[src/rtl/gb_capture_ctrl_if.sv]
// gb_capture_ctrl_if: Game Boy LCD inputs, framebuffer write port and buffer-status outputs
interface gb_capture_ctrl_if;
    logic [1:0]  GB_DAT;
    logic        GB_HSYNC;
    logic        GB_VSYNC;
    logic        GB_PX_CLK;
    logic        vga_vblank;
    logic [14:0] wr_addr;
    logic [1:0]  wr_data;
    logic        wr_en_0;
    logic        wr_en_1;
    logic        rd_sel;
    logic        swap;
    logic [14:0] px_per_frame;
    logic [7:0]  lines_per_frame;
    logic        frame_err;
    logic [7:0]  drop_cnt;

    modport master (
        output GB_DAT, GB_HSYNC, GB_VSYNC, GB_PX_CLK, vga_vblank,
        input  wr_addr, wr_data, wr_en_0, wr_en_1, rd_sel, swap,
               px_per_frame, lines_per_frame, frame_err, drop_cnt
    );

    modport slave (
        input  GB_DAT, GB_HSYNC, GB_VSYNC, GB_PX_CLK, vga_vblank,
        output wr_addr, wr_data, wr_en_0, wr_en_1, rd_sel, swap,
               px_per_frame, lines_per_frame, frame_err, drop_cnt
    );
endinterface

[src/rtl/gb_capture_ctrl.sv]
// gb_capture_ctrl: oversampled Game Boy LCD capture into a double framebuffer,
// swapping to the VGA reader only on complete frames during VGA vertical blank.
module gb_capture_ctrl #(
    parameter int H_PIXELS    = 160,
    parameter int V_LINES     = 144,
    parameter int SYNC_STAGES = 2
) (
    input  logic              CLK_25MHz,
    input  logic              reset_n,
    gb_capture_ctrl_if.slave  bus
);
    localparam logic [1:0]  SEEK = 2'd0, ARM = 2'd1, CAPTURE = 2'd2, DROP = 2'd3;
    localparam logic [14:0] FRAME_PX = 15'(H_PIXELS * V_LINES);
    localparam logic [7:0]  V_CNT = 8'(V_LINES);

    logic [SYNC_STAGES:0]        px_sr, hs_sr, vs_sr;
    logic [SYNC_STAGES-1:0][1:0] dat_sr;
    logic [1:0]  state;
    logic [14:0] addr, px_cnt;
    logic [7:0]  line_cnt;
    logic        ovf, wb, pending;
    logic        px_edge, hs_fall, vs_rise, accept, swap_now, wb_n, pend_n, good, room;
    logic [1:0]  dat;
    logic [14:0] px_inc;
    logic [7:0]  line_inc, drop_inc;

    // edges compare the last synchroniser flop with the one after it
    always_comb begin
        px_edge  = px_sr[SYNC_STAGES] & ~px_sr[SYNC_STAGES-1];
        hs_fall  = hs_sr[SYNC_STAGES] & ~hs_sr[SYNC_STAGES-1];
        vs_rise  = ~vs_sr[SYNC_STAGES] & vs_sr[SYNC_STAGES-1];
        accept   = px_edge & ~hs_sr[SYNC_STAGES-1];
        dat      = dat_sr[SYNC_STAGES-1];
        swap_now = pending & bus.vga_vblank;
        wb_n     = swap_now ? ~wb : wb;
        pend_n   = swap_now ? 1'b0 : pending;
        good     = (px_cnt == FRAME_PX) && !ovf && (line_cnt == V_CNT);
        room     = addr < FRAME_PX;
        px_inc   = (px_cnt == 15'h7FFF) ? px_cnt : px_cnt + 15'd1;
        line_inc = (line_cnt == 8'hFF) ? line_cnt : line_cnt + 8'd1;
        drop_inc = (bus.drop_cnt == 8'hFF) ? bus.drop_cnt : bus.drop_cnt + 8'd1;
    end

    always_ff @(posedge CLK_25MHz or negedge reset_n) begin
        if (!reset_n) begin
            px_sr               <= '0;
            hs_sr               <= '0;
            vs_sr               <= '0;
            dat_sr              <= '0;
            state               <= SEEK;
            addr                <= '0;
            px_cnt              <= '0;
            line_cnt            <= '0;
            ovf                 <= 1'b0;
            wb                  <= 1'b0;
            pending             <= 1'b0;
            bus.rd_sel          <= 1'b1;
            bus.swap            <= 1'b0;
            bus.wr_en_0         <= 1'b0;
            bus.wr_en_1         <= 1'b0;
            bus.wr_addr         <= '0;
            bus.wr_data         <= '0;
            bus.px_per_frame    <= '0;
            bus.lines_per_frame <= '0;
            bus.frame_err       <= 1'b0;
            bus.drop_cnt        <= '0;
        end else begin
            px_sr       <= {px_sr[SYNC_STAGES-1:0], bus.GB_PX_CLK};
            hs_sr       <= {hs_sr[SYNC_STAGES-1:0], bus.GB_HSYNC};
            vs_sr       <= {vs_sr[SYNC_STAGES-1:0], bus.GB_VSYNC};
            dat_sr      <= {dat_sr[SYNC_STAGES-2:0], bus.GB_DAT};
            bus.wr_en_0 <= 1'b0;
            bus.wr_en_1 <= 1'b0;
            bus.swap    <= swap_now;
            wb          <= wb_n;
            pending     <= pend_n;
            if (swap_now)
                bus.rd_sel <= wb;
            case (state)
                SEEK: if (vs_rise) state <= ARM;
                ARM: begin
                    addr     <= '0;
                    px_cnt   <= '0;
                    line_cnt <= '0;
                    ovf      <= 1'b0;
                    if (!vs_rise && accept) begin
                        px_cnt <= 15'd1;
                        if (pend_n) begin
                            state        <= DROP;
                            bus.drop_cnt <= drop_inc;
                        end else begin
                            state       <= CAPTURE;
                            addr        <= 15'd1;
                            bus.wr_en_0 <= ~wb_n;
                            bus.wr_en_1 <= wb_n;
                            bus.wr_addr <= '0;
                            bus.wr_data <= dat;
                        end
                    end
                end
                default: begin
                    if (vs_rise) begin
                        bus.px_per_frame    <= px_cnt;
                        bus.lines_per_frame <= line_cnt;
                        state               <= ARM;
                        addr                <= '0;
                        px_cnt              <= '0;
                        line_cnt            <= '0;
                        ovf                 <= 1'b0;
                        if (state == CAPTURE) begin
                            bus.frame_err <= !good;
                            if (good)
                                pending <= 1'b1;
                        end
                    end else begin
                        if (hs_fall)
                            line_cnt <= line_inc;
                        if (accept) begin
                            px_cnt <= px_inc;
                            if (state == CAPTURE && room) begin
                                bus.wr_en_0 <= ~wb_n;
                                bus.wr_en_1 <= wb_n;
                                bus.wr_addr <= addr;
                                bus.wr_data <= dat;
                                addr        <= addr + 15'd1;
                            end else if (state == CAPTURE) begin
                                ovf <= 1'b1;
                            end
                        end
                    end
                end
            endcase
        end
    end
endmodule

[src/flat_wrapper.sv]
// flat-port wrapper written by rule: the top's interface ports become plain ports
module gb_capture_ctrl_flat 
#(
    parameter int H_PIXELS    = 160,
    parameter int V_LINES     = 144,
    parameter int SYNC_STAGES = 2
)
  (CLK_25MHz, reset_n, bus_GB_DAT, bus_GB_HSYNC, bus_GB_VSYNC, bus_GB_PX_CLK, bus_vga_vblank, bus_wr_addr, bus_wr_data, bus_wr_en_0, bus_wr_en_1, bus_rd_sel, bus_swap, bus_px_per_frame, bus_lines_per_frame, bus_frame_err, bus_drop_cnt);
  gb_capture_ctrl_if bus_i ();
  input  logic CLK_25MHz;
  input  logic reset_n;
  input wire logic [$bits(bus_i.GB_DAT)-1:0] bus_GB_DAT;
  input wire logic [$bits(bus_i.GB_HSYNC)-1:0] bus_GB_HSYNC;
  input wire logic [$bits(bus_i.GB_VSYNC)-1:0] bus_GB_VSYNC;
  input wire logic [$bits(bus_i.GB_PX_CLK)-1:0] bus_GB_PX_CLK;
  input wire logic [$bits(bus_i.vga_vblank)-1:0] bus_vga_vblank;
  output wire logic [$bits(bus_i.wr_addr)-1:0] bus_wr_addr;
  output wire logic [$bits(bus_i.wr_data)-1:0] bus_wr_data;
  output wire logic [$bits(bus_i.wr_en_0)-1:0] bus_wr_en_0;
  output wire logic [$bits(bus_i.wr_en_1)-1:0] bus_wr_en_1;
  output wire logic [$bits(bus_i.rd_sel)-1:0] bus_rd_sel;
  output wire logic [$bits(bus_i.swap)-1:0] bus_swap;
  output wire logic [$bits(bus_i.px_per_frame)-1:0] bus_px_per_frame;
  output wire logic [$bits(bus_i.lines_per_frame)-1:0] bus_lines_per_frame;
  output wire logic [$bits(bus_i.frame_err)-1:0] bus_frame_err;
  output wire logic [$bits(bus_i.drop_cnt)-1:0] bus_drop_cnt;
  assign bus_i.GB_DAT = bus_GB_DAT;
  assign bus_i.GB_HSYNC = bus_GB_HSYNC;
  assign bus_i.GB_VSYNC = bus_GB_VSYNC;
  assign bus_i.GB_PX_CLK = bus_GB_PX_CLK;
  assign bus_i.vga_vblank = bus_vga_vblank;
  assign bus_wr_addr = bus_i.wr_addr;
  assign bus_wr_data = bus_i.wr_data;
  assign bus_wr_en_0 = bus_i.wr_en_0;
  assign bus_wr_en_1 = bus_i.wr_en_1;
  assign bus_rd_sel = bus_i.rd_sel;
  assign bus_swap = bus_i.swap;
  assign bus_px_per_frame = bus_i.px_per_frame;
  assign bus_lines_per_frame = bus_i.lines_per_frame;
  assign bus_frame_err = bus_i.frame_err;
  assign bus_drop_cnt = bus_i.drop_cnt;
  gb_capture_ctrl #(.H_PIXELS(H_PIXELS), .V_LINES(V_LINES), .SYNC_STAGES(SYNC_STAGES)) u_core (.CLK_25MHz(CLK_25MHz), .reset_n(reset_n), .bus(bus_i));
endmodule
[config.mk]
export PLATFORM = sky130hd
export DESIGN_NAME = gb_capture_ctrl_flat
export DESIGN_NICKNAME = d
export VERILOG_FILES = /design/src/rtl/gb_capture_ctrl_if.sv /design/src/rtl/gb_capture_ctrl.sv /design/src/flat_wrapper.sv
export SDC_FILE = /design/constraint.sdc
export NUM_CORES = 1
export LEC_CHECK = 0
export BUFFER_PORTS_ARGS = -buffer_cell sky130_fd_sc_hd__buf_4
export CAP_MARGIN = 30
export CORE_UTILIZATION = 35
export DETAILED_ROUTE_END_ITERATION = 10
export PLACE_DENSITY = 0.54
export SLEW_MARGIN = 10
export SYNTH_ARGS = -nofsm -noshare
export SYNTH_HDL_FRONTEND = slang
export SYNTH_SLANG_ARGS = --single-unit
[constraint.sdc]
create_clock -name CLK_25MHz -period 2.8 [get_ports CLK_25MHz]
set_input_delay 0.42 -clock CLK_25MHz [delete_from_list [all_inputs] [get_ports CLK_25MHz]]
set_output_delay 0.42 -clock CLK_25MHz [all_outputs]
set_load 0.1 [all_outputs]
==> impl_metrics.tcl <==
set metrics [dict create \
    status "complete, no violations" \
    power.leakage_nw 2.66 \
    fin_crit_ns 2.17 \
    finalNonFillerCells 673 \
    grt_setup_unrepaired "false" \
    root_buffer "clkbuf_16" \
    cts_made_buffers 9 \
    synth_edf_count 0 \
    max-vdd-ir-drop_mv 0.549 \
    wl_mm 10.5 \
    holdWs_ns 0.0900 \
    placed_cells 657 \
    cts_tree "done" \
    synth_ff_type "dfrtp_1" \
    cp_slowest_cell "o311ai_0" \
    drv_slew 0 \
    antenna_found_initial 0 \
    cts_setup_buffers 0 \
    grt_overflow 0 \
    fp-row-count 42 \
    dieHeight_um 121 \
    cp.arrival_ns 2.39 \
    die_x_um 121 \
    synth_warnings 0 \
    worst_setup_path_end_kind "flip-flop" \
    fin_skew_ns 0.00767 \
    gp_congestion 0.814 \
    clk_pin_slew_ns 0.07 \
    grt_usage 0.159 \
    synthToLayoutAreaGrowth_pct 19.5 \
    hpwl_mm 7.37 \
    worstPathCellList "ha_1 > nand3_1 > o311ai_0 > nor3_1 > xnor2_1 > nor2_1" \
    syn_inst 428 \
    wl_per_cell_um 15.6 \
    maxSlewHeadroom 0.403 \
    power_density_nw_per_um2 727 \
    yosys-top-cells-count "dfrtp_1, mux2_2, nand2_1" \
    finalCritPeriodShare 0.775 \
    post-route-drc-count 0 \
    max_stage_delay_ns 0.83 \
    setup_viol 0 \
    finalHoldViolCount 0 \
    yosys.cell_count.top_type "dfrtp_1" \
    grt_max_degree 63 \
    post_cts_resized 0 \
    synthDistinctLibCells 55 \
    coreArea_um2 13500 \
    via_per_inst 5.16 \
    ys_seq_area_frac 0.554 \
    num_vias 3475 \
    synthTopCellsByArea "dfrtp_1, mux2_2, xnor2_1, nand2_1, ha_1" \
    synth_top_cell_by_area "dfrtp_1" \
    cts_sinks 109 \
    initial_utilization 0.365 \
    drtIter0Drc 202 \
    clockBufferDepth 2 \
    ys_seq_elements 109 \
    grt_pass1_wl_mm 18.1 \
    dr.pass1.iters 4 \
    critPathLaunchType "flip-flop" \
    h-tree-depth 3 \
    fin_tns_setup_ns 0 \
    n_antenna_cell 0 \
    hold_buffers 0 \
    io_buffers 60 \
    grt_pass1_vias 3500 \
    die_area_um2 14600 \
    synth_area_um2 4930 \
    worst_pin_slew_ns 0.885 \
    io_pins 61 \
    critPathRequiredTime_ns 3.02 \
    path_max_fanout 6 \
    avgSynthCellArea_um2 11.5 \
    syn-num-nets 445 \
    crit_type "reg2reg" \
    postRouteAntennaNets 0 \
    synth_top_area_share 0.549 \
    hold_class "in2async" \
    insertion_delay_ns 0.35 \
    fin_nets 509 \
    async_reset_ff_frac 1.00 \
    drive_gt1_frac 0.280 \
    max_freq_mhz 461 \
    cap_violations 0 \
]
## report_power, final
part	switching, mW	total, mW	internal (mW)
clock	0.580	1.28	0.697
sequential	0.0776	1.75	1.67
combinational	0.935	1.25	0.319
## routing by layer
layer,up-vias,track usage,share of wire
li1,1668,-,-
met1,1717,0.233,0.51
met2,77,0.233,0.44
met3,13,0.0269,0.036
met4,0,0.0625,0.018
met5,-,0,0
## cells by family (layout without fill, tap and decap cells)
family,count (synthesis),count (layout),synth area share
AOI/OAI and AO/OA,61,61,0.0869
xor gates and xnor gates,21,21,0.0373
DFF,109,109,0.554
buffers and inverters,28,97,0.0272
and+or+nand+nor,158,158,0.176
adders and majority gates,9,9,0.0229
muxes,42,42,0.0960
## through the flow
| step | setup slack, ns | utilization | instance area (um2) | total power [mW] |
|---|---|---|---|---|
| after floorplan | 0.680 | - | 4930 | 2.71 |
| after global placement | 0.674 | 0.414 | 5590 | 3.03 |
| after detailed placement | 0.607 | 0.414 | 5590 | 3.05 |
| after CTS | 0.585 | 0.436 | 5890 | 4.34 |
| after global routing | 0.435 | 0.436 | 5890 | 4.51 |
| final | 0.630 | 0.436 | 5890 | 4.28 |
## critical path, delay by kind of cell (launching register included)
kind	cells	cell delay [ns]
adder cells (fa/ha/maj)	1	0.19
AND/OR/NAND/NOR	3	0.41
flip-flops	1	0.43
AO/OA/AOI/OAI	1	0.83
XOR/XNOR	1	0.18
## path summary, 6_finish.rpt
kind,cells after the start,endpoint,from,slack (ns)
max reg2reg,6,u_core.line_cnt[7],u_core.line_cnt[0],0.63
max,6,u_core.line_cnt[7],u_core.line_cnt[0],0.63
max in group asynchronous,2,u_core.bus.rd_sel,reset_n,1.96
min,1,u_core.bus.lines_per_frame[2],reset_n,0.09
min reg2reg,0,u_core.dat[0],u_core.dat_sr[0],0.35
min in group CLK_25MHz,1,u_core.dat_sr[0],bus_GB_DAT[0],0.17
## cell type report
| cell class | count | area [um2] |
|---|---|---|
| sequential | 109 | 2730 |
| timing repair buffer | 68 | 523 |
| tap | 176 | 220 |
| multi-input combinational | 291 | 2070 |
| inverter | 13 | 48.8 |
| clock buffer | 9 | 225 |
| fill | 1269 | 7620 |
| clock inverter | 7 | 75.1 |
## placed cells by master, fill, tap and decap left out, drive strengths merged, types with 2 or more instances in the layout
cell / count
nor4b: 3
clkinv: 2
a21oi: 19
nor3: 7
o31ai: 7
nand2: 31
or4: 7
nor2b: 18
nand3: 22
buf: 68
and3: 5
dfrtp: 108
ha: 9
nand4: 11
mux2: 42
xnor2: 19
clkbuf: 9
nor4: 9
and2: 2
a21o: 2
a31oi: 3
o211ai: 3
inv: 14
xor2: 2
o21ai: 13
or3: 6
and4: 2
clkinvlp: 3
o311ai: 3
nand2b: 2
nor2: 27
## registers in the layout (all words and copies together), names as in the netlist, 2 cells and up
signal / count
u_core.dat_sr: 2
u_core.bus.lines_per_frame: 8
u_core.bus.wr_addr: 15
u_core.bus.wr_data: 2
u_core.hs_sr: 3
u_core.px_cnt: 15
u_core.dat: 2
u_core.line_cnt: 8
u_core.state: 2
u_core.bus.drop_cnt: 8
u_core.px_sr: 3
u_core.bus.px_per_frame: 15
u_core.addr: 15
u_core.vs_sr: 3
(Power assumes the default switching activity.)
